$ cat src/rtl/bp_me_wormhole_link_arbiter.sv
`default_nettype none
// +----------------------------------------------------------------------------+
// | Module   : bp_me_wormhole_link_arbiter                                     |
// | Purpose  : Round-robin, wormhole-aware arbiter that shares one outgoing    |
// |            ready_and link among several requesting links. The grant is     |
// |            taken on a header flit and held until the last flit of the      |
// |            packet, so packets never interleave.                            |
// | Revision : 1.0 - initial release                                           |
// +----------------------------------------------------------------------------+
module bp_me_wormhole_link_arbiter #(
  parameter int num_src_p    = 2,
  parameter int flit_width_p = 32,
  parameter int cord_width_p = 7,
  parameter int len_width_p  = 4
) (
  input  logic                              clk_i,
  input  logic                              reset_i,
  input  logic [num_src_p*flit_width_p-1:0] link_data_i,
  input  logic [num_src_p-1:0]              link_v_i,
  output logic [num_src_p-1:0]              link_ready_and_o,
  output logic [flit_width_p-1:0]           link_data_o,
  output logic                              link_v_o,
  input  logic                              link_ready_and_i,
  output logic [num_src_p-1:0]              grant_o,
  output logic                              busy_o
);

  localparam int ptr_w = (num_src_p > 1) ? $clog2(num_src_p) : 1;
  localparam int rem_w = len_width_p + 1;

  typedef enum logic [0:0] {
    IDLE = 1'b0,
    LOCK = 1'b1
  } state_e;

  state_e                  state, state_n;
  logic [ptr_w-1:0]        rr_ptr, rr_ptr_n;
  logic [ptr_w-1:0]        owner, owner_n;
  logic [rem_w-1:0]        rem, rem_n;
  // Set while the owner's header was presented but not yet accepted.
  logic                    hdr_pend, hdr_pend_n;
  logic [ptr_w-1:0]        sel;
  logic                    any_v;
  logic [ptr_w-1:0]        mux_idx;
  logic [flit_width_p-1:0] cur_data;
  logic [len_width_p-1:0]  hdr_len;
  logic [flit_width_p-1:0] src_data [num_src_p];

  // Advance a source index by one, wrapping at num_src_p-1.
  function automatic logic [ptr_w-1:0] inc_ptr(input logic [ptr_w-1:0] p);
    inc_ptr = (p == ptr_w'(num_src_p - 1)) ? '0 : p + ptr_w'(1);
  endfunction

  for (genvar g = 0; g < num_src_p; g++) begin : g_unpack
    assign src_data[g] = link_data_i[g*flit_width_p +: flit_width_p];
  end

  // Round-robin pick: first valid source scanning upward from rr_ptr.
  // The scan runs backwards so the lowest offset is the last one written.
  always_comb begin : p_select
    int idx;
    sel   = rr_ptr;
    any_v = 1'b0;
    idx   = 0;
    for (int k = num_src_p - 1; k >= 0; k--) begin
      idx = int'(rr_ptr) + k;
      if (idx >= num_src_p) idx = idx - num_src_p;
      if (link_v_i[idx]) begin
        sel   = ptr_w'(idx);
        any_v = 1'b1;
      end
    end
  end

  assign mux_idx  = (state == LOCK) ? owner : sel;
  assign cur_data = src_data[mux_idx];
  assign hdr_len  = cur_data[cord_width_p +: len_width_p];

  // Next-state and output decode; all outputs stay gated while in reset.
  always_comb begin
    state_n          = state;
    rr_ptr_n         = rr_ptr;
    owner_n          = owner;
    rem_n            = rem;
    hdr_pend_n       = hdr_pend;
    link_v_o         = 1'b0;
    link_ready_and_o = '0;
    grant_o          = '0;
    busy_o           = 1'b0;
    link_data_o      = cur_data;
    if (!reset_i) begin
      case (state)
        IDLE: begin
          if (any_v) begin
            link_v_o              = 1'b1;
            link_ready_and_o[sel] = link_ready_and_i;
            grant_o[sel]          = 1'b1;
            if (link_ready_and_i) begin
              if (hdr_len == '0) begin
                rr_ptr_n = inc_ptr(sel);
              end else begin
                state_n    = LOCK;
                owner_n    = sel;
                rem_n      = rem_w'(hdr_len);
                hdr_pend_n = 1'b0;
              end
            end else begin
              // Freeze the choice so the presented header cannot change.
              state_n    = LOCK;
              owner_n    = sel;
              rem_n      = rem_w'(hdr_len) + rem_w'(1);
              hdr_pend_n = 1'b1;
            end
          end
        end
        LOCK: begin
          busy_o                  = 1'b1;
          grant_o[owner]          = 1'b1;
          link_v_o                = link_v_i[owner];
          link_ready_and_o[owner] = link_ready_and_i;
          if (link_v_i[owner] && link_ready_and_i) begin
            rem_n      = rem - rem_w'(1);
            hdr_pend_n = 1'b0;
            if (rem == rem_w'(1)) begin
              state_n  = IDLE;
              rr_ptr_n = inc_ptr(owner);
            end
          end
        end
        default: state_n = IDLE;
      endcase
    end
  end

  // State registers with synchronous reset.
  always_ff @(posedge clk_i) begin
    if (reset_i) begin
      state    <= IDLE;
      rr_ptr   <= '0;
      owner    <= '0;
      rem      <= '0;
      hdr_pend <= 1'b0;
    end else begin
      state    <= state_n;
      rr_ptr   <= rr_ptr_n;
      owner    <= owner_n;
      rem      <= rem_n;
      hdr_pend <= hdr_pend_n;
    end
  end

`ifndef SYNTHESIS
  a_hdr_hold: assert property (@(posedge clk_i) disable iff (reset_i)
    (state == LOCK && hdr_pend) |-> link_v_i[owner]);
  a_grant_onehot: assert property (@(posedge clk_i) disable iff (reset_i)
    $onehot0(grant_o));
  a_rem_no_underflow: assert property (@(posedge clk_i) disable iff (reset_i)
    (state == LOCK && link_v_i[owner] && link_ready_and_i) |-> (rem != '0));
`endif

endmodule
`default_nettype wire

$ cat config.mk
export PLATFORM = sky130hd
export DESIGN_NAME = bp_me_wormhole_link_arbiter
export DESIGN_NICKNAME = d
export VERILOG_FILES = /design/src/rtl/bp_me_wormhole_link_arbiter.sv
export SDC_FILE = /design/constraint.sdc
export NUM_CORES = 1
export LEC_CHECK = 0
export CELL_PAD_IN_SITES_DETAIL_PLACEMENT = 1
export CELL_PAD_IN_SITES_GLOBAL_PLACEMENT = 1
export CORE_MARGIN = 4
export CORE_UTILIZATION = 21
export CTS_CLUSTER_DIAMETER = 30
export CTS_CLUSTER_SIZE = 24
export DETAILED_ROUTE_END_ITERATION = 8
export PLACE_DENSITY = 0.94
export SLEW_MARGIN = 5
export SYNTH_ARGS = -nofsm -noshare
export SYNTH_HDL_FRONTEND = slang
export SYNTH_SLANG_ARGS = --single-unit
$ cat constraint.sdc
create_clock -name clk_i -period 8.5 [get_ports clk_i]
set_clock_uncertainty 0.15 [all_clocks]
set_input_delay 2.125 -clock clk_i [delete_from_list [all_inputs] [get_ports clk_i]]
set_output_delay 2.125 -clock clk_i [all_outputs]
set_load 0.02 [all_outputs]
==> flow_summary.toml, run 1 <==
[setup_path]
r2r-start = "state"
critical_path_class = "input pin to output pin"
slowest_delay_ns = 0.76
timing.reg2reg.setup_slack_ns = 5.23
rr_worst_depth = 11
r2r_end = "rem[1]"
crit_path_end_kind = "output pin"
cp.buffers_inverters = 2
path_cells = "clkdlybuf4s50_1 -> nor2b_2 -> o211ai_2 -> nand2_1 -> nand2_1 -> nand2_1 -> clkdlybuf4s50_1"
cp_max_fo = 30
cpMostUsedCell = "nand2_1"
slowest_stage = "nand2_1"
critPathArrivalTime_ns = 4.68
start_kind = "input pin"
cp.required_ns = 6.23
crit_family = "simple AND/OR/NAND/NOR gates"

[logic_synthesis]
netlist_instances = 202
ys_warn_count = 0
ys.flop_type = "dfxtp_1"
synth_area_um2 = 1229
avgSynthCellArea_um2 = 6.083
yosys_register_bits = 8
synth-async-reset-ratio = 0
synth-edff-count = 0
seq_area_frac_synth = 0.1303
synth.distinct_cells = 51
syn_nets = 275

[timing]
finalCriticalPeriod_ns = 6.959
setup_ws_ns = 1.541
tightest_slew_ns = 0.9870
fin_crit_sh = 0.8187
finalSetupViolCount = 0
slew-limit-headroom = 0.3404
hold_violations = 0
finalSetupTns_ns = 0
final_max_slew_viol_count = 0
max_freq_mhz = 143.7
rsz0062_at_grt = "no"
holdWs_ns = 0.3531

[hold_path]
holdPathEnd = "rr_ptr"
hp-class = "register to register"
hold_path_depth = 2
worstHoldStart = "rr_ptr"

[finish]
nFillCells = 719
regArea_um2 = 160.2
final_nets = 376
layout-drive-gt1-share = 0.05980
multiInputGateArea_um2 = 1003
area_growth_pct = 93.58
layout_commonest_cell = "clkdlybuf4s50_1"
final_cell_mix = "clkdlybuf4s50_1, nand2_1, nor2_1"
num_antenna_cells = 0

[clocking]
cts-root-buf = "clkbuf_8"
clock_latency_ns = 0.24
clk_pin_slew_worst_paths_ns = 0.04
clock-sinks = 8
cts_max_level = 1
cts_tree = "built"
clock_path_buffers = 2
postCtsSetupRepairBufs = 0
cts_buffers = 3
cts_hold_buf = 0
cts_resized = 0

[floorplanning]
die_x_um = 84.49
die_area_um2 = 7139
fp.dieH_um = 84.49
core_area_um2 = 5574
start_util = 0.2204
fp-row-count = 27
pin_count = 107

[pwr]
p_per_area_nw_per_um2 = 119.0
leakage_nw = 1.027
power_frac_comb = 0.656
p_switching_w = 0.0001160
power_w = 0.0002830
seqPwrFrac = 0.174
p_sw_frac = 0.4098
pwr-share-clk = 0.170
ir_drop_mv = 0.04439
intPower_w = 0.0001670

[route]
avgViaCountPerCell = 4.681
first_pass_iters = 4
drc_errors = 0
vias = 1746
wl_um = 5382
drtAntennaViolNets = 0
drtIter0Drc = 52
wl_per_cell_um = 14.43

[job]
maxCapViolations = 0

[grt]
grt_max_degree = 35
grt_use_total = 0.1386
antenna_found_initial = 0
grt_pass1_vias = 1759
grt-ovfl-total = 0
grt_pass1_wl_um = 8328

[placed_design]
dpl.hpwl_um = 4418
place.gp.congestion = 0.7934
pre_cts_slack_ns = 1.503
io_buffers = 106

[run_status]
status = "finished clean"
-- Yosys cell counts (2+ instances only) --
cell type / count / area share
nand2_1: 100 / 0.31
nor2_1: 9 / 0.027
dfxtp_1: 8 / 0.13
a21oi_1: 5 / 0.020
inv_1: 5 / 0.015
buf_2: 4 / 0.016
ha_1: 4 / 0.041
nand2b_1: 4 / 0.020
nor3_1: 4 / 0.016
xor2_1: 4 / 0.029
buf_1: 3 / 0.0092
clkbuf_1: 3 / 0.0092
nor2b_1: 3 / 0.015
o21ai_0: 3 / 0.012
a31oi_1: 2 / 0.010
and2_1: 2 / 0.010
mux2i_1: 2 / 0.016
nand3_1: 2 / 0.0081
nand4b_1: 2 / 0.014
or3_1: 2 / 0.010
-- worst max path at each step --
stage                 from              end  slack [ns]  depth (start not counted)
2_1_floorplan  link_v_i[1]       grant_o[1]        2.96                          5
3_3_place_gp   link_v_i[0]  link_data_o[21]        1.56                          7
3_5_place_dp   link_v_i[0]  link_data_o[18]        1.50                          7
4_1_cts        link_v_i[0]  link_data_o[18]        1.49                          7
5_1_grt        link_v_i[0]   link_data_o[6]        1.31                          7
6_report       link_v_i[0]  link_data_o[18]        1.54                          7
-- tightest hold or removal path, stage by stage, from the launching register on --
cell and delay, ns:
dfxtp_1 0.33, nand2_1 0.06, mux2i_1 0.06
-- power by group through the flow --
stage | registers, W | clock network, W | logic [W]
final | 0.0000493 | 0.0000481 | 0.000186
after CTS | 0.0000491 | 0.0000486 | 0.000188
after detailed placement | 0.0000496 | 0 | 0.000187
after global routing | 0.0000501 | 0.0000500 | 0.000200
after global placement | 0.0000494 | 0 | 0.000183
after floorplan | 0.0000469 | 0 | 0.0000993
-- cell type report --
cell class	instances	share of cell area
Clock buffer	3	0.01736
Inverter	6	0.009469
Multi-Input combinational cell	178	0.4219
Sequential cell	8	0.06733
Tap cell	72	0.03787
Timing Repair Buffer	106	0.4461
-- sequential cells by signal (all words and copies together) (netlist names) --
name / flops
state: 1
rr_ptr: 1
owner: 1
rem: 5
-- routing by layer --
layer	GRT usage	share of wire	vias to the layer above
li1	-	-	868
met1	0.1655	0.43	800
met2	0.2448	0.48	73
met3	0.03140	0.081	5
met4	0.04317	0.0098	0
met5	0	0	-
-- through the flow --
step,std cells,area (um2),util
finish,373,2379,0.4267
global route,373,2379,0.4267
CTS,373,2379,0.4267
detailed placement,370,2337,0.4193
global placement,370,2337,0.4193
floorplan,202,1229,-
-- kinds of logic (layout without fill, tap and decap cells) --
family,count (synthesis),after routing,synth area share
compound gates,28,28,0.1976
xor+xnor,5,5,0.03564
fa+ha+maj,4,4,0.04073
buf+inv,16,115,0.05295
flops,8,8,0.1303
mux,5,5,0.04887
simple gates,136,136,0.4939
No activity file was read; power rests on OpenSTA's default activity.
==> run 2, diff against run 1 <==
--- a/config.mk
+++ b/config.mk
@@ -8,11 +8,11 @@
 export CELL_PAD_IN_SITES_DETAIL_PLACEMENT = 1
 export CELL_PAD_IN_SITES_GLOBAL_PLACEMENT = 1
 export CORE_MARGIN = 4
-export CORE_UTILIZATION = 21
+export CORE_UTILIZATION = 18
 export CTS_CLUSTER_DIAMETER = 30
 export CTS_CLUSTER_SIZE = 24
 export DETAILED_ROUTE_END_ITERATION = 8
-export PLACE_DENSITY = 0.94
+export PLACE_DENSITY = 0.87
 export SLEW_MARGIN = 5
 export SYNTH_ARGS = -nofsm -noshare
 export SYNTH_HDL_FRONTEND = slang
==> constraint.sdc (replaced) <==
create_clock -name clk_i -period 5.7 [get_ports clk_i]
set_clock_uncertainty 0.15 [all_clocks]
set_input_delay 1.425 -clock clk_i [delete_from_list [all_inputs] [get_ports clk_i]]
set_output_delay 1.425 -clock clk_i [all_outputs]
set_load 0.02 [all_outputs]
==> run 2 against run 1 <==
  * Critical path depth is the same
  * Routed wire length grew 2.8%
  * Combinational power grew 52%
  * Die area grew 15%
  * Clock-buffer cell count is the same
  * Total power grew 52%
  * Worst setup slack lost 1.1 ns
  * Via count grew 0.52%
  * Sequential share of layout area shrank 0.11 points
  * First-iteration DRC count grew 17%
  * Register-to-register slack lost 2.6 ns
  * Largest cell class unchanged
  * Highest routed layer unchanged
==> flow_summary.toml, run 2 (synthesis gave the netlist of run 1 again) <==
[run_status]
status = "finished clean"

[floorplanning]
die_x_um = 90.62
core_area_um2 = 6495
fp.dieH_um = 90.62
start_util = 0.1892
fp-row-count = 29
pin_count = 107
die_area_um2 = 8212

[clocking]
clock_path_buffers = 2
cts-root-buf = "clkbuf_8"
cts_hold_buf = 0
clock-sinks = 8
cts_buffers = 3
clock_latency_ns = 0.24
cts_resized = 0
cts_tree = "built"
cts_max_level = 1
clk_pin_slew_worst_paths_ns = 0.05
postCtsSetupRepairBufs = 0

[hold_path]
worstHoldStart = "rr_ptr"
hp-class = "register to register"
hold_path_depth = 2
holdPathEnd = "rr_ptr"

[finish]
layout-drive-gt1-share = 0.06908
nFillCells = 825
num_antenna_cells = 0
largest_register = "rem"
final_nets = 379
final_cell_mix = "clkdlybuf4s50_1, nand2_1, nor2_1"
layout_commonest_cell = "clkdlybuf4s50_1"
largest_reg_flops = 5
fin_util = 0.3726
final_area_um2 = 2420
area_growth_pct = 96.95

[setup_path]
cp_max_fo = 13
cpMostUsedCell = "clkdlybuf4s50_1"
r2r-start = "state"
slowest_stage = "clkdlybuf4s50_1"
cp.required_ns = 4.12
critical_path_class = "input pin to output pin"
r2r_end = "rem[0]"
path_cells = "clkdlybuf4s50_1 -> nor2b_2 -> o211a_4 -> nor2_8 -> mux2i_2 -> inv_1 -> clkdlybuf4s50_1"
crit_path_end_kind = "output pin"
start_kind = "input pin"
cp.buffers_inverters = 3
timing.reg2reg.setup_slack_ns = 2.64
critPathArrivalTime_ns = 3.63
crit_family = "buffers and inverters"
slowest_delay_ns = 0.63
rr_worst_depth = 11

[pwr]
leakage_nw = 1.047
p_per_area_nw_per_um2 = 177.9
ir_drop_mv = 0.06152

[route]
drtAntennaViolNets = 0
wl_um = 5535
vias = 1755
avgViaCountPerCell = 4.606
first_pass_iters = 4
drtIter0Drc = 61
wl_per_cell_um = 14.53
drc_errors = 0

[placed_design]
place.gp.congestion = 0.8024
io_buffers = 106
dpl.hpwl_um = 4557
dpl_cell_area_um2 = 2379

[timing]
finalSetupTns_ns = 0
rsz0062_at_grt = "no"
fin_crit_sh = 0.9140
slew-limit-headroom = 0.6856
finalCriticalPeriod_ns = 5.210
final_max_slew_viol_count = 0
max_freq_mhz = 191.9
finalSetupViolCount = 0
hold_violations = 0
tightest_slew_ns = 0.4709

[grt]
grt_use_total = 0.1320
grt_max_degree = 31
grt-ovfl-total = 0
grt_pass1_vias = 1811
grt_pass1_wl_um = 8914
antenna_found_initial = 0

[job]
maxCapViolations = 0
==> run 2: changes by cell type in the layout (fill, tap and decap cells not counted) <==
cell / change
buf_4: +2
buf_12: +1
==> run 2: layout make-up <==
type	instances	area, um2	share of cell area
clock buffers	3	41.29	0.01706
inverters	6	22.52	0.009307
multi-input cells	178	1003	0.4147
flip-flops and latches	8	160.2	0.06618
well taps	77	96.34	0.03981
repair buffers	109	1096	0.4529
==> run 2: per-stage QoR <==
stage          setup WS, ns  total power, W  hold slack (ns)  cells
6_report             0.4901       0.0004304           0.3443    381
5_1_grt              0.3814       0.0004619           0.3720    381
4_1_cts              0.4770       0.0004373           0.3488    381
3_5_place_dp         0.4909       0.0003594           0.3405    378
3_3_place_gp         0.5734       0.0003524           0.3320    378
2_1_floorplan         1.562       0.0002180           0.2973    202
==> run 2: routing by layer <==
layer,part of all wire,GRT usage,wire length [um]
met3,0.075,0.03667,414
met5,0,0,0
met4,0.021,0.05612,119
met1,0.42,0.1502,2324
met2,0.48,0.2298,2677
==> run 2: power by group <==
part | switching, W | leakage (nW) | internal [W]
registers | 0.00000958 | 0.0662 | 0.0000637
clock network | 0.0000284 | 0.0216 | 0.0000463
logic | 0.000139 | 0.959 | 0.000144
total | 0.000177 | 1.05 | 0.000254
==> run 2: worst min-delay path, stage by stage (launching register included) <==
cell     delay [ns]
dfxtp_1        0.33
nand2_1        0.06
mux2i_1        0.05
==> run 2: worst max path at each step <==
| stage | start | endpoint | slack [ns] | cells after the start |
|---|---|---|---|---|
| 2_1_floorplan | link_v_i[1] | grant_o[1] | 1.56 | 5 |
| 3_3_place_gp | link_v_i[0] | link_data_o[7] | 0.57 | 7 |
| 3_5_place_dp | link_v_i[0] | link_data_o[19] | 0.49 | 8 |
| 4_1_cts | link_v_i[0] | link_data_o[7] | 0.48 | 7 |
| 5_1_grt | link_v_i[0] | link_data_o[29] | 0.38 | 8 |
| 6_report | link_v_i[0] | link_data_o[7] | 0.49 | 7 |
